[src/rtl/riscpkg.sv]
// Shared pipeline definitions: memory-access bus field
// offsets, datapath widths and the bubble constant.
package riscpkg;

   localparam int DATA_W = 16;
   localparam int BUS_W  = 38;
   localparam logic [2:0] PC_REG = 3'd7;

   localparam int MEMRD_BIT = 0;
   localparam int REGWR_BIT = 1;
   localparam int RD_LSB    = 2;
   localparam int VALID_BIT = 5;
   localparam int RES_LSB   = 6;
   localparam int AUX_LSB   = 22;

   localparam logic [BUS_W-1:0] BUBBLE = '0;

   // Write-back word: load data or ALU result.
   function automatic logic [DATA_W-1:0] wb_word(
      input logic [BUS_W-1:0]  bus,
      input logic [DATA_W-1:0] rdata
   );
      if (bus[MEMRD_BIT])
         return rdata;
      return bus[RES_LSB +: DATA_W];
   endfunction

endpackage

[src/rtl/wb_retire_counter.sv]
// Retired-instruction counter: +1 when en, wraps modulo 2^W.
// Ports: clk, resetn (async low), en, count.
module wb_retire_counter #(
   parameter int W = 16
) (
   input  logic         clk,
   input  logic         resetn,
   input  logic         en,
   output logic [W-1:0] count
);

   always_ff @(posedge clk or negedge resetn) begin
      if (!resetn)
         count <= '0;
      else if (en)
         count <= count + {{(W-1){1'b0}}, 1'b1};
   end

endmodule

[src/rtl/mem_wb_stage.sv]
// MEM/WB pipeline register and write-back controller.
// Ports: clk, resetn, stall, flush, mem_bus, mem_rdata in;
// rf write port, pc redirect, forwarding tap, retired out.
module mem_wb_stage
   import riscpkg::*;
#(
   parameter int CNT_W = 16
) (
   input  logic              clk,
   input  logic              resetn,
   input  logic              stall,
   input  logic              flush,
   input  logic [BUS_W-1:0]  mem_bus,
   input  logic [DATA_W-1:0] mem_rdata,
   output logic              rf_we,
   output logic [2:0]        rf_waddr,
   output logic [DATA_W-1:0] rf_wdata,
   output logic              pc_redirect,
   output logic [DATA_W-1:0] pc_target,
   output logic              fwd_valid,
   output logic [2:0]        fwd_reg,
   output logic [DATA_W-1:0] fwd_data,
   output logic [CNT_W-1:0]  retired
);

   logic              vld_q;
   logic              wr_q;
   logic [2:0]        rd_q;
   logic [DATA_W-1:0] data_q;
   logic              stall_d;
   logic              take;
   logic              unused_aux;

   assign unused_aux = ^mem_bus[BUS_W-1:AUX_LSB];

   // Load mux sits at capture: mem_rdata is only
   // valid alongside its instruction on mem_bus.
   always_ff @(posedge clk or negedge resetn) begin
      if (!resetn) begin
         vld_q   <= 1'b0;
         wr_q    <= 1'b0;
         rd_q    <= '0;
         data_q  <= '0;
         stall_d <= 1'b0;
      end else begin
         stall_d <= stall & ~flush;
         if (flush) begin
            vld_q  <= BUBBLE[VALID_BIT];
            wr_q   <= BUBBLE[REGWR_BIT];
            rd_q   <= BUBBLE[RD_LSB +: 3];
            data_q <= BUBBLE[RES_LSB +: DATA_W];
         end else if (!stall) begin
            vld_q  <= mem_bus[VALID_BIT];
            wr_q   <= mem_bus[REGWR_BIT];
            rd_q   <= mem_bus[RD_LSB +: 3];
            data_q <= wb_word(mem_bus, mem_rdata);
         end
      end
   end

   // stall_d masks re-firing while the stage holds.
   assign rf_we       = vld_q & wr_q & ~stall_d;
   assign rf_waddr    = rd_q;
   assign rf_wdata    = data_q;
   assign pc_redirect = rf_we & (rd_q == PC_REG);
   assign pc_target   = data_q;

   assign fwd_valid = vld_q & wr_q;
   assign fwd_reg   = rd_q;
   assign fwd_data  = data_q;

   // Counted when captured, so the count is visible
   // in the same cycle as the write-back.
   assign take = ~flush & ~stall & mem_bus[VALID_BIT];

   wb_retire_counter #(
      .W (CNT_W)
   ) u_cnt (
      .clk    (clk),
      .resetn (resetn),
      .en     (take),
      .count  (retired)
   );

endmodule

[config.mk]
export PLATFORM = sky130hd
export DESIGN_NAME = mem_wb_stage
export DESIGN_NICKNAME = d
export VERILOG_FILES = /design/src/rtl/riscpkg.sv /design/src/rtl/wb_retire_counter.sv /design/src/rtl/mem_wb_stage.sv
export SDC_FILE = /design/constraint.sdc
export NUM_CORES = 1
export LEC_CHECK = 0
export CAP_MARGIN = 30
export CORE_MARGIN = 4
export CORE_UTILIZATION = 30
export CTS_BUF_LIST = sky130_fd_sc_hd__clkbuf_8 sky130_fd_sc_hd__clkbuf_16
export CTS_CLUSTER_DIAMETER = 40
export DETAILED_ROUTE_END_ITERATION = 6
export PLACE_DENSITY = 0.68
export REMOVE_ABC_BUFFERS = 1
export SYNTH_ARGS = -nofsm -noshare
export SYNTH_HDL_FRONTEND = slang
export SYNTH_SLANG_ARGS = --single-unit
[constraint.sdc]
create_clock -name clk -period 4.4 [get_ports clk]
set_clock_uncertainty 0.2 [all_clocks]
set_input_delay 0.66 -clock clk [delete_from_list [all_inputs] [get_ports clk]]
set_output_delay 0.66 -clock clk [all_outputs]
set_load 0.1 [all_outputs]
# --- After elaboration in Yosys (flattened, before gate mapping) ---
# Index checks and enable logic that the tools add are counted.
totals:
  reg_bits: 38
  wordCells: 31
  output_inout_bits: 73
  in_bits: 58
op_classes:
  mux: 13
  n_bitwise: 9
  add_sub_neg: 1
  n_eq_ne: 2
ops:
  columns: ["cell", "count"]
  rows:
  - ["$mux 16", 4]
  - ["$add 16x1->16 const B", 1]
  - ["$mux 1", 7]
  - ["$and 1x1->1", 6]
  - ["$mux 3", 2]
  - ["$eq 3x3->1 const B", 1]
  - ["$not 1->1", 3]
  - ["$ne 2x1->1 const B", 1]

# --- Depth between registers and ports, before layout ---
# Gate-level depths: netlist of run 1.
depth:
  depth_word: 6
  ltp_mapped: 6
  mapped_depth_nobuf: 5

# --- By module ---
# Synthesis of run 1 repeated with hierarchy kept, for this count alone.
hier_totals:
  cells_unflattened: 187
  area_unflattened_um2: 2048.2
modules_own_cells:
  columns: ["mod", "instances", "seq_area_each_um2", "area_per_inst_um2", "cells_each"]
  rows:
  - ["mem_wb_stage", 1, 550.5, 1352.5, 131]
  - ["wb_retire_counter", 1, 400.4, 695.7, 56]

# --- Worst setup path before layout of run 1 ---
# OpenSTA, ideal clock, no wires.
synth_path:
  path_kind: "register to output"
  startpoint: "reg vld_q"
  endpoint: "out pc_redirect"
  t_required_ns: 3.540
  n_path_buf: 0
  t_arrival_ns: 2.650
  setup_slack_ns: 0.890
  path_stages_with_launch: 4
  path_cell_list: "dfrtp_1 > nand2_1 > nor2_1 > and4_1"
synth_between:
  elab_chain_cells: 3
synth_lines:
  columns: ["element", "line", "source"]
  rows:
  - ["from (decl)", "mem_wb_stage.sv:26", "logic vld_q;"]
  - ["from (signal assigned)", "mem_wb_stage.sv:48", "vld_q <= BUBBLE[VALID_BIT];"]
  - ["from (signal assigned)", "mem_wb_stage.sv:53", "vld_q <= mem_bus[VALID_BIT];"]
  - ["$and 1x1->1 (2 in a row)", "mem_wb_stage.sv:62", "assign rf_we = vld_q & wr_q & ~stall_d;"]
  - ["via rf_we", "mem_wb_stage.sv:15", "output logic rf_we,"]
  - ["$and 1x1->1", "mem_wb_stage.sv:65", "assign pc_redirect = rf_we & (rd_q == PC_REG);"]
  - ["to (decl)", "mem_wb_stage.sv:18", "output logic pc_redirect,"]
# The timed path passes the listed nets, and every way through them passes these cells.

# --- Final worst setup path of run 1 ---
layout_path:
  startpoint: "reg vld_q"
  endpoint: "out pc_redirect"
layout_between:
  elab_chain_cells: 3
layout_lines:
  columns: ["element", "line"]
  rows:
  - ["$and 1x1->1 (2 in a row)", "mem_wb_stage.sv:62"]
  - ["$and 1x1->1", "mem_wb_stage.sv:65"]
# Every way passes these cells.

==> results of run 1 <==
[power by group]
group	leakage (nW)	switching (mW)	total, mW	internal, mW
combinational	0.803	0.469	0.626	0.157
clock	0.0524	0.117	0.241	0.124
sequential	0.504	0.0427	0.426	0.383
[cells in the final DEF (no fill, tap or decap), types with 3 or more instances in the layout]
cell,count
xnor2_1,8
nand3_1,5
clkdlybuf4s50_1,113
mux2i_1,20
nor2_1,40
xor2_1,7
nand2_1,10
inv_1,3
nor3_1,3
a21oi_1,17
dfrtp_1,38
clkbuf_8,6
[cell families (layout without fill, tap and decap cells)]
family          count (synthesis)  count (layout)  synth area share, %
simple gates                   71              71                 16.6
buf+inv                        45             127                 14.9
flops                          38              38                 46.8
mux                            21              21                 10.4
compound gates                 17              17                 4.19
xor+xnor                       15              15                 6.47
fa+ha+maj                       1               1                0.616
[synthesized netlist by cell type (3+ instances only)]
library cell	n	area share (%)
xor2_1	7	3.0
buf_4	35	13
xnor2_1	8	3.4
dfrtp_1	38	47
a21oi_1	17	4.2
nor2_1	40	7.4
nand2_1	10	1.8
clkbuf_1	5	0.92
mux2i_1	20	9.9
nand3_1	5	1.2
nor3_1	3	0.74
[per-layer routing]
| metal | track usage, % | wire (µm) | part of all wire [%] |
|---|---|---|---|
| met5 | 0 | 0 | 0 |
| met4 | 2.81 | 14 | 0.27 |
| met3 | 4.00 | 241 | 4.6 |
| met2 | 23.0 | 2760 | 53 |
| met1 | 15.4 | 2230 | 43 |
[per-stage QoR]
stage / area [µm²] / util [%] / instances / worst slack, ns / hold WS (ns)
2_1_floorplan: 1740 / - / 165 / 0.890 / 0.164
3_3_place_gp: 2980 / 46.2 / 358 / 1.61 / 0.272
3_5_place_dp: 3010 / 46.6 / 359 / 1.60 / 0.290
4_1_cts: 3100 / 48.0 / 367 / 1.35 / 0.301
5_1_grt: 3100 / 48.0 / 367 / 1.24 / 0.306
6_report: 3100 / 48.0 / 367 / 1.36 / 0.284
[worst paths after layout]
kind                                      start               to  slack (ns)  cells past startpoint
worst min-delay path            u_cnt.count[15]  u_cnt.count[15]        0.28                      1
min in group asynchronous                resetn  u_cnt.count[11]        0.29                      1
worst max-delay path                      vld_q      pc_redirect        1.36                      4
worst min register to register  u_cnt.count[15]  u_cnt.count[15]        0.28                      1
worst max register to register   u_cnt.count[2]  u_cnt.count[15]        2.55                      4
max in group asynchronous                resetn      fwd_data[4]        3.17                      1
[worst max-delay path, stage by stage, from the launching register on]
cell,delay (ns)
dfrtp_1,0.35
nand2_1,0.09
nor2_1,0.13
and4_1,0.20
clkdlybuf4s50_1,1.13
[layout make-up]
type,count,area (µm²)
Clock buffer,6,82.6
Clock inverter,2,8.76
Fill cell,628,3360
Inverter,2,7.51
Multi-Input combinational cell,125,778
Sequential cell,38,951
Tap cell,77,96.3
Timing Repair Buffer,117,1180
==> results.md, run 1 <==
* Count of state elements after synthesis at 38
* Hold Violations, Final at 0
* Min cycle time layout at 3.04 ns
* Post-Syn Instances at 208
* Main synth FF type: dfrtp_1
* Post-route clock period utilization at 69.0%
* # Post-CTS Setup Buffers at 0
* CP required at 3.54 ns
* Routed WL at 5240 µm
* Peak supply drop at 0.000430 V
* Core area at 6460 µm²
* ANT cells at 0
* Post-CTS Hold Fix Bufs at 0
* Number of global-route vias before repair at 1,723
* First-pass DRT Iterations at 4
* DRT iter0 DRCs at 44
* Avg WL per Cell at 14.3 µm
* CTS Buf Count at 5
* Worst-path fanout max at 2
* Worst Tran Pin Value at 0.995 ns
* Total power at 1.29 mW
* Grt ovf at 0
* Synthesized area at 2030 µm²
* Clock Sinks at 38
* First-pass GRT wire length at 8550 µm
* Die H at 90.3 µm
* Post-synth ARST share at 100%
* Yosys warnings at 0
* EDFF count, synth at 0
* Rows at 29
* Max cap viols at 0
* Final slew viol count at 0
* Crit path capture type: output port
* Final nets at 348
* WP data arrival at 2.18 ns
* Gr usage total at 13.0%
* Pwr Density at 417 nW/µm²
* CTS Buffer Depth at 2
* Status: complete, no violations
* Root cell of the clock tree: clkbuf_8
* Unrepaired setup endpoints after global routing: no
* Via density at 4.49
* Die Width at 90.3 µm
* Worst-skew pair later-pin latency at 0.28 ns
* Yosys cell types at 25
* Min-delay worst type: flop to flop
* Crit Path Class: flop to output port
* # resized after CTS at 0
* Final HPWL DP at 3970 µm
* Sequential share of the synthesized area at 46.8%
* Leak pwr at 1.36 nW
* Layout cells sized above 1 at 5.52%
* Vias at 1,647
* Layout area overhead at 52.7%
* Setup TNS Final at 0 ns
* Initial antenna violation count at 0
* Setup violations, final at 0
* Drt drc at 0
* H-tree depth at 2
* Slew HR at 33.5%
* Final ANT Viol Nets at 0
* CP Launch Type: flop
* Die ar. at 8150 µm²
* PortBufs at 114
* Fmax at 0.329 GHz
* I/O pin total at 131
* Initial Utilization at 31.5%
* Gpl congestion at 0.721
* CTS tree: done
* Largest net degree at the start of global routing at 40
* Clock-pin slew on the worst setup and hold paths at 0.07 ns
* Syn_area_per_cell at 9.77 µm²
(Power assumes the default switching activity.)
==> run 2, diff against run 1 <==
Settings changed: PLACE_DENSITY 0.68 to 0.71.
Clock period 4.4 ns to 2.7 ns, I/O delays scaled along.
==> run 2 against run 1 <==
  * Register-to-register slack worse by 1.7 ns
  * Non-clock buffer count increased by 1
  * First-iteration DRC count is 45% lower
  * Utilization down 3.3 points
  * Sequential share of layout area increased by 2.2 points
  * Setup slack got worse by 0.66 ns
  * Critical endpoint is now u_cnt.count[14]
  * Largest cell class unchanged
  * Largest power group unchanged
  * Highest routed layer unchanged
==> results.md, run 2 (same netlist as run 1, synthesis figures left out) <==
* Initial Utilization at 31.5% (unchanged)
* Gr usage total at 12.2% (-0.78 points)
* Post-CTS Hold Fix Bufs at 0 (unchanged)
* Setup violations, final at 0 (unchanged)
* Drt drc at 0 (unchanged)
* WP data arrival at 1.99 ns (-0.19 ns)
* Post-DP Area at 2820 µm² (-6.5%)
* CTS Buf Count at 5 (unchanged)
* NetSw at 1.02 mW (+62%)
* Avg WL per Cell at 13.8 µm (-3.4%)
* Final nets at 349 (+0.29%)
* Root cell of the clock tree: clkbuf_8
* Worst Tran Pin Value at 0.890 ns (-0.105 ns)
* Kind of cell adding the most delay to the critical path: simple AND/OR/NAND/NOR gates
* Rows at 29 (unchanged)
* Post-Route Utilization at 44.8% (-3.3 points)
* Commonest non-fill, non-tap cell in the layout: buf_4
* PortBufs at 114 (unchanged)
* Logic pwr share at 48.4% (about the same)
* Critical Path, Cell by Cell: clkdlybuf4s50_1, nand4bb_4, or4_4, nor2_2, xor2_1
* Clock network power share at 17.4% (-1.2 points)
* Buffers & Inverters on Critical Path at 1 (unchanged)
* Fmax at 0.502 GHz
* Status: complete, no violations
* Reg2reg setup slack at 0.89 ns (-1.66 ns)
* Slowest CP cell: or4_4
* Vias at 1,649 (+0.12%)
* CTS Buffer Depth at 2 (unchanged)
* CTS tree: done
* # Post-CTS Setup Buffers at 0 (unchanged)
* CP required at 2.70 ns (-0.84 ns)
* First-pass GRT wire length at 8200 µm (-4.0%)
* Die H at 90.3 µm (unchanged)
* Core area at 6460 µm² (unchanged)
* Number of global-route vias before repair at 1,597 (-7.3%)
* CP Launch Type: input port
* Clock Sinks at 38 (unchanged)
* Die Width at 90.3 µm (unchanged)
* I/O pin total at 131 (unchanged)
* First-pass DRT Iterations at 4 (unchanged)
* Via density at 4.49 (+0.12%)
* Layout area overhead at 42.4%
* Min-delay worst type: input port to asynchronous set/reset pin
* Grt ovf at 0 (unchanged)
* Final slew viol count at 0 (unchanged)
* Final HPWL DP at 3840 µm (-3.5%)
* Pwr Density at 703 nW/µm² (+69%)
* Initial antenna violation count at 0 (unchanged)
* Worst-skew pair later-pin latency at 0.28 ns (about the same)
* Unrepaired setup endpoints after global routing: no
* Int Power at 1.02 mW (+53%)
* Routed WL at 5070 µm (-3.4%)
* Gpl congestion at 0.711 (-1.4%)
* Peak supply drop at 0.000785 V (+83%)
* Leak pwr at 1.48 nW (+8.6%)
* Fin area at 2890 µm² (-6.8%)
* Commonest cells after routing, fill and taps aside: buf_4, nor2_1, clkdlybuf4s50_1
* Setup TNS Final at 0 ns (unchanged)
* Die ar. at 8150 µm² (unchanged)
* Crit path capture type: flop
* Final ANT Viol Nets at 0 (unchanged)
* H-tree depth at 2 (unchanged)
* Crit Reg-Reg Startpoint: u_cnt.count[0]
* DRT iter0 DRCs at 24 (-45%)
* Sw frac at 50.0% (+1.4 points)
* Clock-pin slew on the worst setup and hold paths at 0.07 ns (about the same)
* Post-route clock period utilization at 73.8%
* Critical path's largest stage delay at 0.58 ns (-0.55 ns)
* Worst-path fanout max at 7 (+5)
* # resized after CTS at 0 (unchanged)
* Share of power burned in registers at 34.2% (+1.2 points)
* Min cycle time layout at 1.99 ns
* Max cap viols at 0 (unchanged)
* Crit Path Class: input port to flop
* Slew HR at 40.7% (+7.2 points)
* ANT cells at 0 (unchanged)
* Layout cells sized above 1 at 30.3% (+25 points)
* R2R cell count at 5 (+1)
* Hold Violations, Final at 0 (unchanged)
* Levels on crit path at 5 (+1)
* Capturing point of the worst reg2reg path: u_cnt.count[14]
* Largest net degree at the start of global routing at 39 (-2.5%)
[run 2: cell count changes in the layout (fill, tap and decap cells not counted)]
cell	delta
buf_16	-1
buf_4	+75
clkinv_2	-1
clkbuf_8	-1
inv_1	+1
clkdlybuf4s50_1	-73
[run 2: worst max path at each step]
stage,from,endpoint,slack [ns]
3_5_place_dp,stall,u_cnt.count[14],0.39
5_1_grt,stall,u_cnt.count[14],0.58
4_1_cts,stall,u_cnt.count[14],0.68
2_1_floorplan,vld_q,pc_redirect,-0.56
3_3_place_gp,stall,u_cnt.count[14],0.40
6_report,stall,u_cnt.count[14],0.71
[run 2: through the flow]
stage                     worst slack [ns]  instances  hold WS (ns)  power [mW]
after floorplan                     -0.555        165       -0.0906        1.42
after global placement               0.402        360         0.284        1.69
after detailed placement             0.392        360         0.284        1.70
after CTS                            0.681        367        0.0732        2.07
after global routing                 0.582        367         0.113        2.13
final                                0.707        367        0.0398        2.03
[run 2: power by group through the flow]
stage               clock network (mW)  logic (mW)  registers [mW]
global placement                     0       0.985           0.704
finish                           0.353       0.986           0.696
detailed placement                   0       0.994           0.707
global route                     0.400        1.02           0.709
CTS                              0.377       0.994           0.696
floorplan                            0       0.108            1.31
[run 2: area by class of cell]
type | instances | area, µm²
sequential | 38 | 951
tap | 77 | 96.3
inverter | 2 | 7.51
clock buffer | 5 | 68.8
fill | 655 | 3570
multi-input combinational | 125 | 778
clock inverter | 2 | 7.51
timing repair buffer | 118 | 983
[run 2: layer usage]
| metal | global-route usage [%] | vias up | share of wire (%) |
|---|---|---|---|
| met5 | 0 | - | 0 |
| met4 | 3.06 | 0 | 0.87 |
| met3 | 2.92 | 4 | 4.5 |
| met2 | 21.3 | 51 | 53 |
| met1 | 15.2 | 781 | 42 |
| li1 | - | 813 | - |
==> run 3, diff against run 2 <==
Clock period 2.7 ns to 1.8 ns, I/O delays scaled along.
==> run 3 against run 2 <==
  * Via count up 5.3%
  * Non-clock buffer count up 17
  * Setup slack worse by 0.64 ns
  * Critical path depth down 1
  * Combinational power up 100%
  * Clock-buffer cell count up 1
  * First-iteration DRC count rose to 3.4 times the previous value
  * Cell count up 4.4%
  * Sequential power up 49%
  * Register-to-register slack worse by 0.79 ns
  * Routed wire length up 11%
  * Power up 76%
  * Highest routed layer unchanged
==> results.md, run 3 (same netlist as run 1, synthesis figures left out) <==
* Status: complete, no violations
* Total power at 3.59 mW (+76%)
* Commonest cells after routing, fill and taps aside: buf_12, nor2_1, clkdlybuf4s50_1
* Fillers at 515 (-21%)
* Drt drc at 0 (unchanged)
* Hold Startpoint: flush
* Number of global-route vias before repair at 1,834 (+15%)
* Slowest CP cell: dfrtp_1
* Root cell of the clock tree: clkbuf_8
* Non-filler cells in the finished layout at 383 (+4.4%)
* Post-route clock period utilization at 96.0%
* CTS Buffer Depth at 2 (unchanged)
* Critical path's largest stage delay at 0.37 ns (-0.21 ns)
* Commonest non-fill, non-tap cell in the layout: buf_12
* Clock-pin slew on the worst setup and hold paths at 0.06 ns (about the same)
* Worst-skew pair later-pin latency at 0.28 ns (about the same)
* Final nets at 366 (+4.9%)
* Rows at 29 (unchanged)
* Die H at 90.3 µm (unchanged)
* CP required at 1.33 ns (-1.37 ns)
* Layout cells sized above 1 at 35.3% (+4.9 points)
* Final slew viol count at 0 (unchanged)
* Via density at 4.53 (+0.88%)
* Hold Violations, Final at 0 (unchanged)
* Hold slack at 0.275 ns (+0.235 ns)
* Critical Path, Cell by Cell: nand2_2, nor2_4, and4_4, buf_12
* Min cycle time layout at 1.73 ns
* WP data arrival at 1.26 ns (-0.73 ns)
* Max cap viols at 0 (unchanged)
* Crit Path Class: flop to output port
* Crit path from: vld_q
* Setup TNS Final at 0 ns (unchanged)
* Min-delay worst type: input port to flop
* PortBufs at 114 (unchanged)
* Crit path capture type: output port
* DRT iter0 DRCs at 82 (+240%)
* Peak supply drop at 0.00131 V (+67%)
* Vias at 1,736 (+5.3%)
* Grt ovf at 0 (unchanged)
* Logic pwr share at 55.1% (+6.7 points)
* Gpl congestion at 0.751 (+5.6%)
* Initial Utilization at 31.5% (unchanged)
* Routed WL at 5610 µm (+11%)
* Clock Sinks at 38 (unchanged)
* Initial antenna violation count at 0 (unchanged)
* Crit Reg-Reg Startpoint: u_cnt.count[0]
* Leak pwr at 1.81 nW (+22%)
* Worst-path fanout max at 2 (-5)
* CP Launch Type: flop
* Core area at 6460 µm² (unchanged)
* Final HPWL DP at 4520 µm (+18%)
* ANT cells at 0 (unchanged)
* First-pass DRT Iterations at 4 (unchanged)
* Gr usage total at 13.9% (+1.7 points)
* Clock network power share at 15.8% (-1.6 points)
* Largest net degree at the start of global routing at 39 (unchanged)
* Layout area overhead at 95.6%
* R2R cell count at 5 (unchanged)
* Die ar. at 8150 µm² (unchanged)
* Setup violations, final at 0 (unchanged)
* NetSw at 1.61 mW (+59%)
* I/O pin total at 131 (unchanged)
* Worst Tran Pin Value at 0.483 ns (-0.407 ns)
* CTS Buf Count at 5 (unchanged)
* Avg WL per Cell at 14.6 µm (+6.1%)
* CTS tree: done
* Final ANT Viol Nets at 0 (unchanged)
* Pwr Density at 903 nW/µm² (+28%)
* Share of power burned in registers at 29.1% (-5.1 points)
* Int Power at 1.97 mW (+94%)
* Unrepaired setup endpoints after global routing: yes
* Cells after DPL at 375 (+4.2%)
* Fmax at 0.579 GHz
* Die Width at 90.3 µm (unchanged)
* Sw frac at 45.0% (-5.0 points)
* Slew HR at 67.8% (+27 points)
* H-tree depth at 2 (unchanged)
* Hold Path Depth at 3
* First-pass GRT wire length at 9160 µm (+12%)
## run 3: repair_timing
item                       in CTS  in global routing
hold endpoints to repair       38                  0
gates resized for setup         0                  6
setup endpoints to repair       0                  4
hold buffers                    1                  0
setup buffers                   0                  1
## run 3: worst paths after layout
| kind | end | slack (ns) |
|---|---|---|
| worst max-delay path | pc_redirect | 0.07 |
| worst min-delay path | vld_q | 0.28 |
| worst max register to register | u_cnt.count[14] | 0.10 |
| worst min register to register | u_cnt.count[6] | 0.33 |
| max in group asynchronous | fwd_data[6] | 0.70 |
| min in group asynchronous | u_cnt.count[11] | 0.36 |
## run 3: critical path, delay by kind of cell, from the launching register on
kind | cells | cell delay, ns
buffers and inverters | 1 | 0.17
flip-flops | 1 | 0.37
AND/OR/NAND/NOR | 3 | 0.43
## run 3: area by class of cell
cell class                 instances  area, µm²  area share [%]
tap                               77       96.3            2.42
clock buffer                       6       82.6            2.08
multi-input combinational        125        796            20.0
inverter                           2       7.51           0.189
sequential                        38        951            23.9
timing repair buffer             135       2040            51.4
## run 3: stage by stage
step	area (µm²)	util, %	worst slack [ns]
detailed placement	3850	59.7	-0.276
floorplan	1740	-	-1.32
finish	3980	61.5	0.0717
CTS	3950	61.1	0.0155
global route	3980	61.5	-0.00635
global placement	3850	59.7	-0.264
## run 3: metal layers
layer	routed length (µm)	vias up	track usage, %
met5	0	-	0
met4	108	0	5.61
met3	260	8	2.75
met2	3090	58	26.0
met1	2150	824	15.3
li1	-	846	-
## run 3: power groups by stage
stage	clock network [mW]	registers [mW]	logic (mW)
after CTS	0.588	1.05	2.00
final	0.566	1.04	1.98
after detailed placement	0	1.06	1.99
after global routing	0.621	1.06	2.05
after global placement	0	1.06	1.98
after floorplan	0	1.97	0.163
